$ cat src/rtl/store_narrow_unit_if.sv
// -----------------------------------------------------------------------------
// store_narrow_unit_if
//   Bundles the store request handshake and the word-only data memory bus used
//   by store_narrow_unit.
//
//   Request side (from EX/MEM stage):
//     req_valid_i   store request valid
//     req_ready_o   unit idle, request accepted on valid && ready at clk edge
//     addr_i        byte address of the store
//     wdata_i       register data (low bits used for byte/half stores)
//     size_i        00 byte, 01 half, 10 word, 11 illegal
//   Memory side (to Data_Memory):
//     mem_addr_o    word-aligned address
//     mem_rd_o      read request, level, held until mem_rvalid_i
//     mem_rdata_i   read data, valid with mem_rvalid_i
//     mem_rvalid_i  read data valid
//     mem_wr_o      write request, level, held until mem_wack_i
//     mem_wdata_o   merged write word
//     mem_wack_i    write accepted
//   Status:
//     done_o        one-cycle pulse, store committed
//     err_o         one-cycle pulse, misaligned/illegal store
//
//   Modports:
//     slave   the store unit itself
//     master  the surrounding pipeline/memory (or a testbench)
// -----------------------------------------------------------------------------
interface store_narrow_unit_if #(
    parameter int ADDR_W = 32
);
    logic              req_valid_i;
    logic              req_ready_o;
    logic [ADDR_W-1:0] addr_i;
    logic [31:0]       wdata_i;
    logic [1:0]        size_i;

    logic [ADDR_W-1:0] mem_addr_o;
    logic              mem_rd_o;
    logic [31:0]       mem_rdata_i;
    logic              mem_rvalid_i;
    logic              mem_wr_o;
    logic [31:0]       mem_wdata_o;
    logic              mem_wack_i;

    logic              done_o;
    logic              err_o;

    modport slave (
        input  req_valid_i,
        output req_ready_o,
        input  addr_i,
        input  wdata_i,
        input  size_i,
        output mem_addr_o,
        output mem_rd_o,
        input  mem_rdata_i,
        input  mem_rvalid_i,
        output mem_wr_o,
        output mem_wdata_o,
        input  mem_wack_i,
        output done_o,
        output err_o
    );

    modport master (
        output req_valid_i,
        input  req_ready_o,
        output addr_i,
        output wdata_i,
        output size_i,
        input  mem_addr_o,
        input  mem_rd_o,
        output mem_rdata_i,
        output mem_rvalid_i,
        input  mem_wr_o,
        input  mem_wdata_o,
        output mem_wack_i,
        input  done_o,
        input  err_o
    );
endinterface

$ cat src/rtl/store_narrow_unit.sv
// -----------------------------------------------------------------------------
// store_narrow_unit
//   Store-path narrowing unit. Takes a 32-bit register value plus a byte
//   address and access size, and writes it into a word-only data memory.
//   Byte and half stores are done as read-modify-write (read the word, merge
//   the new lane(s), write the word back); word stores are written directly.
//   The pipe is stalled through req_ready_o while a store is in flight.
//
//   Ports:
//     clk_i   clock, rising edge
//     rst_i   asynchronous reset, active low
//     bus     store_narrow_unit_if.slave (request handshake, memory bus,
//             done/err status pulses)
//
//   Parameter:
//     ADDR_W  byte-address width; data width is fixed at 32 bits
//
//   Sequencing: IDLE -> (RD ->) WR -> DONE -> IDLE, or IDLE -> ERR -> IDLE for
//   misaligned/illegal requests. Every output is registered except
//   req_ready_o, which is simply "state is IDLE".
// -----------------------------------------------------------------------------
module store_narrow_unit #(
    parameter int ADDR_W = 32
) (
    input  logic                clk_i,
    input  logic                rst_i,
    store_narrow_unit_if.slave  bus
);

    localparam logic [1:0] SIZE_B = 2'b00;
    localparam logic [1:0] SIZE_H = 2'b01;
    localparam logic [1:0] SIZE_W = 2'b10;

    typedef enum logic [2:0] {
        IDLE = 3'd0,
        RD   = 3'd1,
        WR   = 3'd2,
        DONE = 3'd3,
        ERR  = 3'd4
    } state_t;

    state_t            state_q, state_n;

    // Latched request; the request inputs are free to change once accepted.
    logic [ADDR_W-1:0] addr_q,  addr_n;
    logic [31:0]       data_q,  data_n;
    logic [1:0]        size_q,  size_n;

    // Registered memory-side and status outputs.
    logic [31:0]       wdata_q, wdata_n;
    logic              rd_q,    rd_n;
    logic              wr_q,    wr_n;
    logic              done_q,  done_n;
    logic              err_q,   err_n;

    // Illegal size code, or a half/word access that is not naturally aligned.
    function automatic logic is_illegal(input logic [1:0] size, input logic [1:0] lo);
        logic bad;
        bad = 1'b0;
        case (size)
            SIZE_B:  bad = 1'b0;
            SIZE_H:  bad = lo[0];
            SIZE_W:  bad = (lo != 2'b00);
            default: bad = 1'b1;
        endcase
        return bad;
    endfunction

    // Little-endian lane merge: lane n occupies bits 8n+7:8n. Only the lanes
    // targeted by the store are replaced; all others keep the memory word.
    function automatic logic [31:0] merge_word(input logic [31:0] old_word,
                                               input logic [31:0] reg_data,
                                               input logic [1:0]  size,
                                               input logic [1:0]  lane);
        logic [31:0] w;
        w = old_word;
        case (size)
            SIZE_B: begin
                case (lane)
                    2'd0:    w[7:0]   = reg_data[7:0];
                    2'd1:    w[15:8]  = reg_data[7:0];
                    2'd2:    w[23:16] = reg_data[7:0];
                    default: w[31:24] = reg_data[7:0];
                endcase
            end
            SIZE_H: begin
                if (lane[1]) begin
                    w[31:16] = reg_data[15:0];
                end else begin
                    w[15:0]  = reg_data[15:0];
                end
            end
            default: w = reg_data;
        endcase
        return w;
    endfunction

    // Next-state and next-output logic.
    always_comb begin
        state_n = state_q;
        addr_n  = addr_q;
        data_n  = data_q;
        size_n  = size_q;
        wdata_n = wdata_q;

        case (state_q)
            IDLE: begin
                if (bus.req_valid_i) begin
                    addr_n = bus.addr_i;
                    data_n = bus.wdata_i;
                    size_n = bus.size_i;
                    if (is_illegal(bus.size_i, bus.addr_i[1:0])) begin
                        state_n = ERR;
                    end else if (bus.size_i == SIZE_W) begin
                        state_n = WR;
                        wdata_n = bus.wdata_i;
                    end else begin
                        state_n = RD;
                    end
                end
            end
            RD: begin
                if (bus.mem_rvalid_i) begin
                    wdata_n = merge_word(bus.mem_rdata_i, data_q, size_q, addr_q[1:0]);
                    state_n = WR;
                end
            end
            WR: begin
                if (bus.mem_wack_i) begin
                    state_n = DONE;
                end
            end
            DONE:    state_n = IDLE;
            ERR:     state_n = IDLE;
            default: state_n = IDLE;
        endcase

        // Request/status levels follow the state being entered, so they are
        // registered together with it and line up cycle for cycle.
        rd_n   = (state_n == RD);
        wr_n   = (state_n == WR);
        done_n = (state_n == DONE);
        err_n  = (state_n == ERR);
    end

    // State and output registers.
    always_ff @(posedge clk_i or negedge rst_i) begin
        if (!rst_i) begin
            state_q <= IDLE;
            addr_q  <= '0;
            data_q  <= '0;
            size_q  <= '0;
            wdata_q <= '0;
            rd_q    <= 1'b0;
            wr_q    <= 1'b0;
            done_q  <= 1'b0;
            err_q   <= 1'b0;
        end else begin
            state_q <= state_n;
            addr_q  <= addr_n;
            data_q  <= data_n;
            size_q  <= size_n;
            wdata_q <= wdata_n;
            rd_q    <= rd_n;
            wr_q    <= wr_n;
            done_q  <= done_n;
            err_q   <= err_n;
        end
    end

    assign bus.req_ready_o = (state_q == IDLE);
    assign bus.mem_addr_o  = {addr_q[ADDR_W-1:2], 2'b00};
    assign bus.mem_rd_o    = rd_q;
    assign bus.mem_wr_o    = wr_q;
    assign bus.mem_wdata_o = wdata_q;
    assign bus.done_o      = done_q;
    assign bus.err_o       = err_q;

endmodule

$ cat src/flat_wrapper.sv
// flat-port wrapper written by rule: the top's interface ports become plain ports
module store_narrow_unit_flat 
#(
    parameter int ADDR_W = 32
)
  (clk_i, rst_i, bus_req_valid_i, bus_req_ready_o, bus_addr_i, bus_wdata_i, bus_size_i, bus_mem_addr_o, bus_mem_rd_o, bus_mem_rdata_i, bus_mem_rvalid_i, bus_mem_wr_o, bus_mem_wdata_o, bus_mem_wack_i, bus_done_o, bus_err_o);
  store_narrow_unit_if #(.ADDR_W(ADDR_W)) bus_i ();
  input  logic clk_i;
  input  logic rst_i;
  input wire logic [$bits(bus_i.req_valid_i)-1:0] bus_req_valid_i;
  output wire logic [$bits(bus_i.req_ready_o)-1:0] bus_req_ready_o;
  input wire logic [$bits(bus_i.addr_i)-1:0] bus_addr_i;
  input wire logic [$bits(bus_i.wdata_i)-1:0] bus_wdata_i;
  input wire logic [$bits(bus_i.size_i)-1:0] bus_size_i;
  output wire logic [$bits(bus_i.mem_addr_o)-1:0] bus_mem_addr_o;
  output wire logic [$bits(bus_i.mem_rd_o)-1:0] bus_mem_rd_o;
  input wire logic [$bits(bus_i.mem_rdata_i)-1:0] bus_mem_rdata_i;
  input wire logic [$bits(bus_i.mem_rvalid_i)-1:0] bus_mem_rvalid_i;
  output wire logic [$bits(bus_i.mem_wr_o)-1:0] bus_mem_wr_o;
  output wire logic [$bits(bus_i.mem_wdata_o)-1:0] bus_mem_wdata_o;
  input wire logic [$bits(bus_i.mem_wack_i)-1:0] bus_mem_wack_i;
  output wire logic [$bits(bus_i.done_o)-1:0] bus_done_o;
  output wire logic [$bits(bus_i.err_o)-1:0] bus_err_o;
  assign bus_i.req_valid_i = bus_req_valid_i;
  assign bus_req_ready_o = bus_i.req_ready_o;
  assign bus_i.addr_i = bus_addr_i;
  assign bus_i.wdata_i = bus_wdata_i;
  assign bus_i.size_i = bus_size_i;
  assign bus_mem_addr_o = bus_i.mem_addr_o;
  assign bus_mem_rd_o = bus_i.mem_rd_o;
  assign bus_i.mem_rdata_i = bus_mem_rdata_i;
  assign bus_i.mem_rvalid_i = bus_mem_rvalid_i;
  assign bus_mem_wr_o = bus_i.mem_wr_o;
  assign bus_mem_wdata_o = bus_i.mem_wdata_o;
  assign bus_i.mem_wack_i = bus_mem_wack_i;
  assign bus_done_o = bus_i.done_o;
  assign bus_err_o = bus_i.err_o;
  store_narrow_unit #(.ADDR_W(ADDR_W)) u_core (.clk_i(clk_i), .rst_i(rst_i), .bus(bus_i));
endmodule
$ cat config.mk
export PLATFORM = sky130hd
export DESIGN_NAME = store_narrow_unit_flat
export DESIGN_NICKNAME = d
export VERILOG_FILES = /design/src/rtl/store_narrow_unit_if.sv /design/src/rtl/store_narrow_unit.sv /design/src/flat_wrapper.sv
export SDC_FILE = /design/constraint.sdc
export NUM_CORES = 1
export LEC_CHECK = 0
export BUFFER_PORTS_ARGS = -buffer_cell sky130_fd_sc_hd__buf_4
export CAP_MARGIN = 25
export CORE_UTILIZATION = 30
export CTS_CLUSTER_DIAMETER = 150
export DETAILED_ROUTE_END_ITERATION = 10
export PLACE_DENSITY = 0.59
export SLEW_MARGIN = 20
export SYNTH_ARGS = -nofsm -noshare
export SYNTH_HDL_FRONTEND = slang
export SYNTH_SLANG_ARGS = --single-unit
$ cat constraint.sdc
create_clock -name clk_i -period 1.7 [get_ports clk_i]
set_input_delay 0.085 -clock clk_i [delete_from_list [all_inputs] [get_ports clk_i]]
set_output_delay 0.085 -clock clk_i [all_outputs]
set_load 0.1 [all_outputs]
# Yosys cells after proc, flatten, opt, wreduce, memory -nomap -nowiden
# Cells that the tools add are included.
# totals
ff_bits	105
latchBits	0
ram_bits	0
mem_bits_ro	0
input_bits	103
out_inout_bits	69
word_cells	54
n_memories	0
# op_classes
add_sub_neg	0
n_mul	0
div	0
n_lt_le_gt_ge	0
eq_ne	15
n_shift	0
n_mux	21
bitwise_logic	0
n_reduce_logical	9
# op_table
cell	count
32-bit two-way mux	4
32-bit one-hot mux with 2 select lines	2
16-bit two-way mux	2
8-bit two-way mux	4
3-bit two-way mux	4
3-bit by 2-bit equality test with 1-bit output, second input constant	3
3-bit one-hot mux with 3 select lines	1
2-bit by 1-bit equality test with 1-bit output, second input constant	3
3-bit by 1-bit equality test with 1-bit output, second input constant	2
2-bit zero test	3
2-bit inequality test, second input constant	3
5-bit AND reduction	1
2-bit equality test, second input constant	2
2-bit nonzero test	2
3-bit equality test, second input constant	1
3-bit zero test	1
1-bit one-hot mux with 3 select lines	1
3-bit OR reduction	1
1-bit two-way mux	2
2-bit two-way mux	1
2-bit by 1-bit inequality test with 1-bit output, second input constant	1
2-bit AND reduction	1

# Longest topological paths before layout
# logic_depth
ltp_word	8
mapped_depth	7
depth_no_buf	4

# Least setup slack after synthesis
# No wires, ideal clock.
# synth_path
path_type	register -> register
start	register u_core.state_q[1]
end	register u_core.data_q[10]
setup_time_ns	0.117
t_arrival_ns	3.613
t_required_ns	1.583
path_slack_ns	-2.029
stages_incl_launch_ff	7
path_buffers	2
period_less_slack_ns	3.729
cell_sequence	dfrtp_1 > nor3_1 > nand2_1 > buf_2 > buf_1 > nand2_1 > nand2_1
# synth_via
elab_chain_len	2
# synth_lines
item	line	source
start: declaration	store_narrow_unit.sv:42	state_t state_q, state_n;
start signal: assignment	store_narrow_unit.sv:159	state_q <= state_n;
3-bit zero test	-	
net bus_req_ready_o	flat_wrapper.sv:11	output wire logic [$bits(bus_i.req_ready_o)-1:0] bus_req_ready_o;
2-bit AND reduction (no source line)	-	
end signal: assignment	store_narrow_unit.sv:161	data_q <= data_n;
end: declaration	store_narrow_unit.sv:46	logic [31:0] data_q, data_n;
# The timed path passes the listed nets, and every way through them passes these cells.
# A chain may end at the register's enable or synchronous reset.

# Final worst setup path
# layout_path
start	register u_core.state_q[0]
end	register u_core.wdata_q[8], in the netlist u_core.bus.mem_wdata_o[8]
# layout_via
elab_chain_len	3
elab_cells_between_ends	9
cone_classes	5 x eq/ne; 1 x mux; 3 x reduce/logical
# layout_lines
item	line	source
3-bit by 1-bit equality test with 1-bit output or 3-bit zero test (tied branches)	store_narrow_unit.sv:106	case (state_q)
2-bit inequality test (no source line), or another cell as far along	-	
5-bit AND reduction (no source line)	-	
end signal: assignment	store_narrow_unit.sv:163	wdata_q <= wdata_n;
end: declaration	store_narrow_unit.sv:50	logic [31:0] wdata_q, wdata_n;
# Several ways; a longest one is shown, not always the timed one.

==> summary.log <==
[logic_synthesis] warning count from the yosys run 0
[cts] clock tree from TritonCTS yes
[logic_synthesis] Mapped Area 0.00568 mm2
[die] Core Footprint 0.0183 mm2
[worst_setup_path] endpoint of the most critical setup path u_core.bus.mem_wdata_o[8]$_DFFE_PN0P_
[worst_setup_path] Top Family by Delay on Critical Path flip-flops
[worst_setup_path] Worst R2R Path Depth 5
[die] initial core utilization 0.311
[grt] pin count of the biggest net entering global routing 38
[placement] total instance count after detailed placement 1025
[worst_setup_path] data arrival time at the worst-slack endpoint 1.93 ns
[timing] final slew viol count 0
[timing] final clock skew 0.00829 ns
[placement] count of input and output buffers 169
[routing] Detailed Routing Iterations Pass 1 5
[final_layout] number of nets in the layout 980
[timing] actual slew at the worst max-slew pin 0.573 ns
[die] number of primary I/O pins 172
[cts] Worst-path clk slew 0.07 ns
[final_layout] filler-free cell count of the finished design 1111
[placement] GP Congestion 0.799
[cts] number of levels in the clock H-tree 3
[logic_synthesis] Distinct cells, synth 35
[grt] first-pass GRT wire length 28300 um
[timing] final setup violating endpoints 0
[worst_setup_path] Crit Path Max Fanout 28
[timing] Slew Limit Headroom 0.617
[logic_synthesis] Mapped Cells 670
[routing] final WL 17700 um
[cts] Clock Tree Buf Depth 2
[final_layout] cell area after layout 0.00823 mm2
[logic_synthesis] Mapped Avg Cell Area 8.48 um2
[cts] CTS root buf sky130_fd_sc_hd__clkbuf_16
[cts] Skew-Pair Late Insertion Delay 0.35 ns
[worst_setup_path] Slowest cell on crit path sky130_fd_sc_hd__dfrtp_2
[worst_setup_path] critical path class register to register
[final_layout] antenna diode instance count 0
[grt] via count of the first global-routing pass 5331
[worst_setup_path] Cell Chain, Critical Path nor4b_4 -> a32o_2 -> buf_12 -> mux2i_1 -> a31oi_1
[routing] vias after detailed routing 5378
[worst_setup_path] critical path depth 5
[logic_synthesis] Synth Register Bits 105
[timing] crit share post-route 0.997
[placement] HPWL after detailed placement 12300 um
[logic_synthesis] proportion of synthesized chip area in sequential cells 0.462
[worst_setup_path] buffers plus inverters on the worst setup path 1
[routing] number of DRC markers after the initial detailed-route iteration 309
[run_status] run status complete, no violations
[final_layout] P&R area growth vs syn 44.8%
[routing] wire length per cell 15.9 um
[routing] antenna-violating nets left 0
[die] horizontal extent of the die 140 um
[grt] antenna violations before repair 0
[worst_setup_path] critical path startpoint u_core.state_q[0]$_DFF_PN0_
[die] height of the die 140 um
[min_path] type of the most critical hold path input pin to register
[timing] peak clock frequency supported by timing 590 MHz
[routing] DRC errors left 0
[timing] total count of hold-check failures in the final report 0
[worst_setup_path] Crit. End Element register
[timing] Period minus WS final 1.70 ns
[flow_run] max-capacitance violation count 0
[grt] GR Util All Layers 0.186
[worst_setup_path] capturing point of the worst reg2reg path u_core.bus.mem_wdata_o[8]$_DFFE_PN0P_
[worst_setup_path] Worst R2R Start u_core.state_q[0]$_DFF_PN0_
[placement] post-detailed-placement cell area 0.00718 mm2
[cts] total clock buffers created by CTS 9
[worst_setup_path] CP max stage delay 0.44 ns
[timing] setup repair after global routing missed its margin yes
[worst_setup_path] startpoint type of the worst setup path register
[die] area of the die 0.0195 mm2
[grt] total gr overflow 0
[worst_setup_path] required arrival time at the worst endpoint 1.93 ns
[routing] vias per cell 4.84
[cts] clk sinks 105
[die] # rows 49
[final_layout] share of layout cells above drive strength 1 0.278
[worst_setup_path] reg-to-reg slack, setup 0.005 ns
-- worst min path at each step --
stage	from	to	slack, ns	cells after the start
floorplan	rst_i	u_core.addr_q[0]$_DFFE_PN0P_	-0.21	0
global placement	rst_i	u_core.addr_q[21]$_DFFE_PN0P_	0.04	1
detailed placement	rst_i	u_core.addr_q[21]$_DFFE_PN0P_	0.04	1
CTS	bus_req_valid_i	u_core.state_q[0]$_DFF_PN0_	0.12	3
global route	bus_mem_rdata_i[24]	u_core.bus.mem_wdata_o[24]$_DFFE_PN0P_	0.16	4
finish	bus_req_valid_i	u_core.state_q[0]$_DFF_PN0_	0.14	3
-- metal layers --
metal	vias up	track usage	share of wire
met3	14	0.0292	0.055
met5	-	0	0
met2	181	0.303	0.47
li1	2655	-	-
met1	2528	0.251	0.47
met4	0	0.0607	0.012
-- cells by family (layout without fill, tap and decap cells) --
group	count (synthesis)	count (layout)	synth area share
DFF	105	105	0.462
muxes	41	41	0.0742
and+or+nand+nor	266	266	0.197
buffers and inverters	91	302	0.0896
AOI/OAI and AO/OA	166	166	0.176
other	1	2	0.000660
-- stage by stage --
step	TNS [ns]	setup WS, ns	hold slack [ns]	utilization
3_3_place_gp	0	0.00798	0.0443	0.393
3_5_place_dp	-0.178	-0.0347	0.0446	0.393
4_1_cts	-0.0253	-0.0127	0.122	0.450
5_1_grt	-1.13	-0.0820	0.158	0.450
2_1_floorplan	-14.59	-0.310	-0.211	-
6_report	0	0.00493	0.139	0.450
-- worst reg2reg max path, stage by stage, from the launching register on --
cell and delay, ns:
sky130_fd_sc_hd__dfrtp_2 0.44, sky130_fd_sc_hd__nor4b_4 0.37, sky130_fd_sc_hd__a32o_2 0.28, sky130_fd_sc_hd__buf_12 0.20, sky130_fd_sc_hd__mux2i_1 0.23, sky130_fd_sc_hd__a31oi_1 0.06
-- state kept, by name, summed over array words and instances (netlist names) --
name                    flops
u_core.addr_q              32
u_core.bus.mem_wdata_o     32
u_core.data_q              32
u_core.state_q              3
u_core.size_q               2
u_core.bus.done_o           1
u_core.bus.err_o            1
u_core.bus.mem_rd_o         1
u_core.bus.mem_wr_o         1
-- cell type report --
class                      count  area, um2
clock buffer                  12        267
clock inverter                 4       73.8
fill                        1784      10000
inverter                       9       33.8
multi-input combinational    475       2570
sequential                   105       2630
tap                          229        287
timing repair buffer         277       2360
-- synthesized netlist by cell type, drive strengths merged --
| master | number | area (um2) |
|---|---|---|
| o22ai | 1 | 6.26 |
| dfrtp | 105 | 2630 |
| mux2 | 9 | 101 |
| nor2b | 3 | 18.8 |
| nand3 | 2 | 10.0 |
| a21o | 1 | 7.51 |
| clkbuf | 24 | 90.1 |
| nor3b | 1 | 12.5 |
| nand2 | 218 | 818 |
| a32oi | 9 | 78.8 |
| mux2i | 32 | 320 |
| o221ai | 1 | 8.76 |
| o21ai | 49 | 245 |
| or3b | 1 | 8.76 |
| o311a | 8 | 80.1 |
| buf | 58 | 385 |
| a31oi | 8 | 50.1 |
| nor4b | 1 | 23.8 |
| a32o | 1 | 11.3 |
| conb | 1 | 3.75 |
| and3 | 16 | 100 |
| a211o | 8 | 70.1 |
| o31ai | 8 | 60.1 |
| a21boi | 8 | 60.1 |
| or2b | 4 | 30.0 |
| a21oi | 64 | 320 |
| inv | 9 | 33.8 |
| nand2b | 6 | 37.5 |
| nor3 | 2 | 10.0 |
| nor2 | 12 | 52.6 |
-- layout by cell type, fill, tap and decap left out, types with 9 or more instances in the layout --
cell	instances
sky130_fd_sc_hd__o21ai_0	38
sky130_fd_sc_hd__dlygate4sd3_1	69
sky130_fd_sc_hd__a21oi_1	64
sky130_fd_sc_hd__nand2_1	217
sky130_fd_sc_hd__mux2_2	9
sky130_fd_sc_hd__o21ai_1	11
sky130_fd_sc_hd__clkbuf_16	9
sky130_fd_sc_hd__inv_1	9
sky130_fd_sc_hd__mux2i_1	32
sky130_fd_sc_hd__and3_1	16
sky130_fd_sc_hd__nor2_1	11
sky130_fd_sc_hd__buf_4	198
sky130_fd_sc_hd__dfrtp_1	101
-- repair_timing --
action                                 4_1_cts  5_1_grt
hold buffers                                69        0
gates cloned                                 0        0
pin swaps                                    1        1
setup endpoints to repair                    9       49
gates resized for setup                      1        4
endpoints found under the hold margin      119        0
setup buffers                                0        1
Power is not shown: default switching activity piles up to over one toggle a cycle in this logic, so the estimate is an artifact.
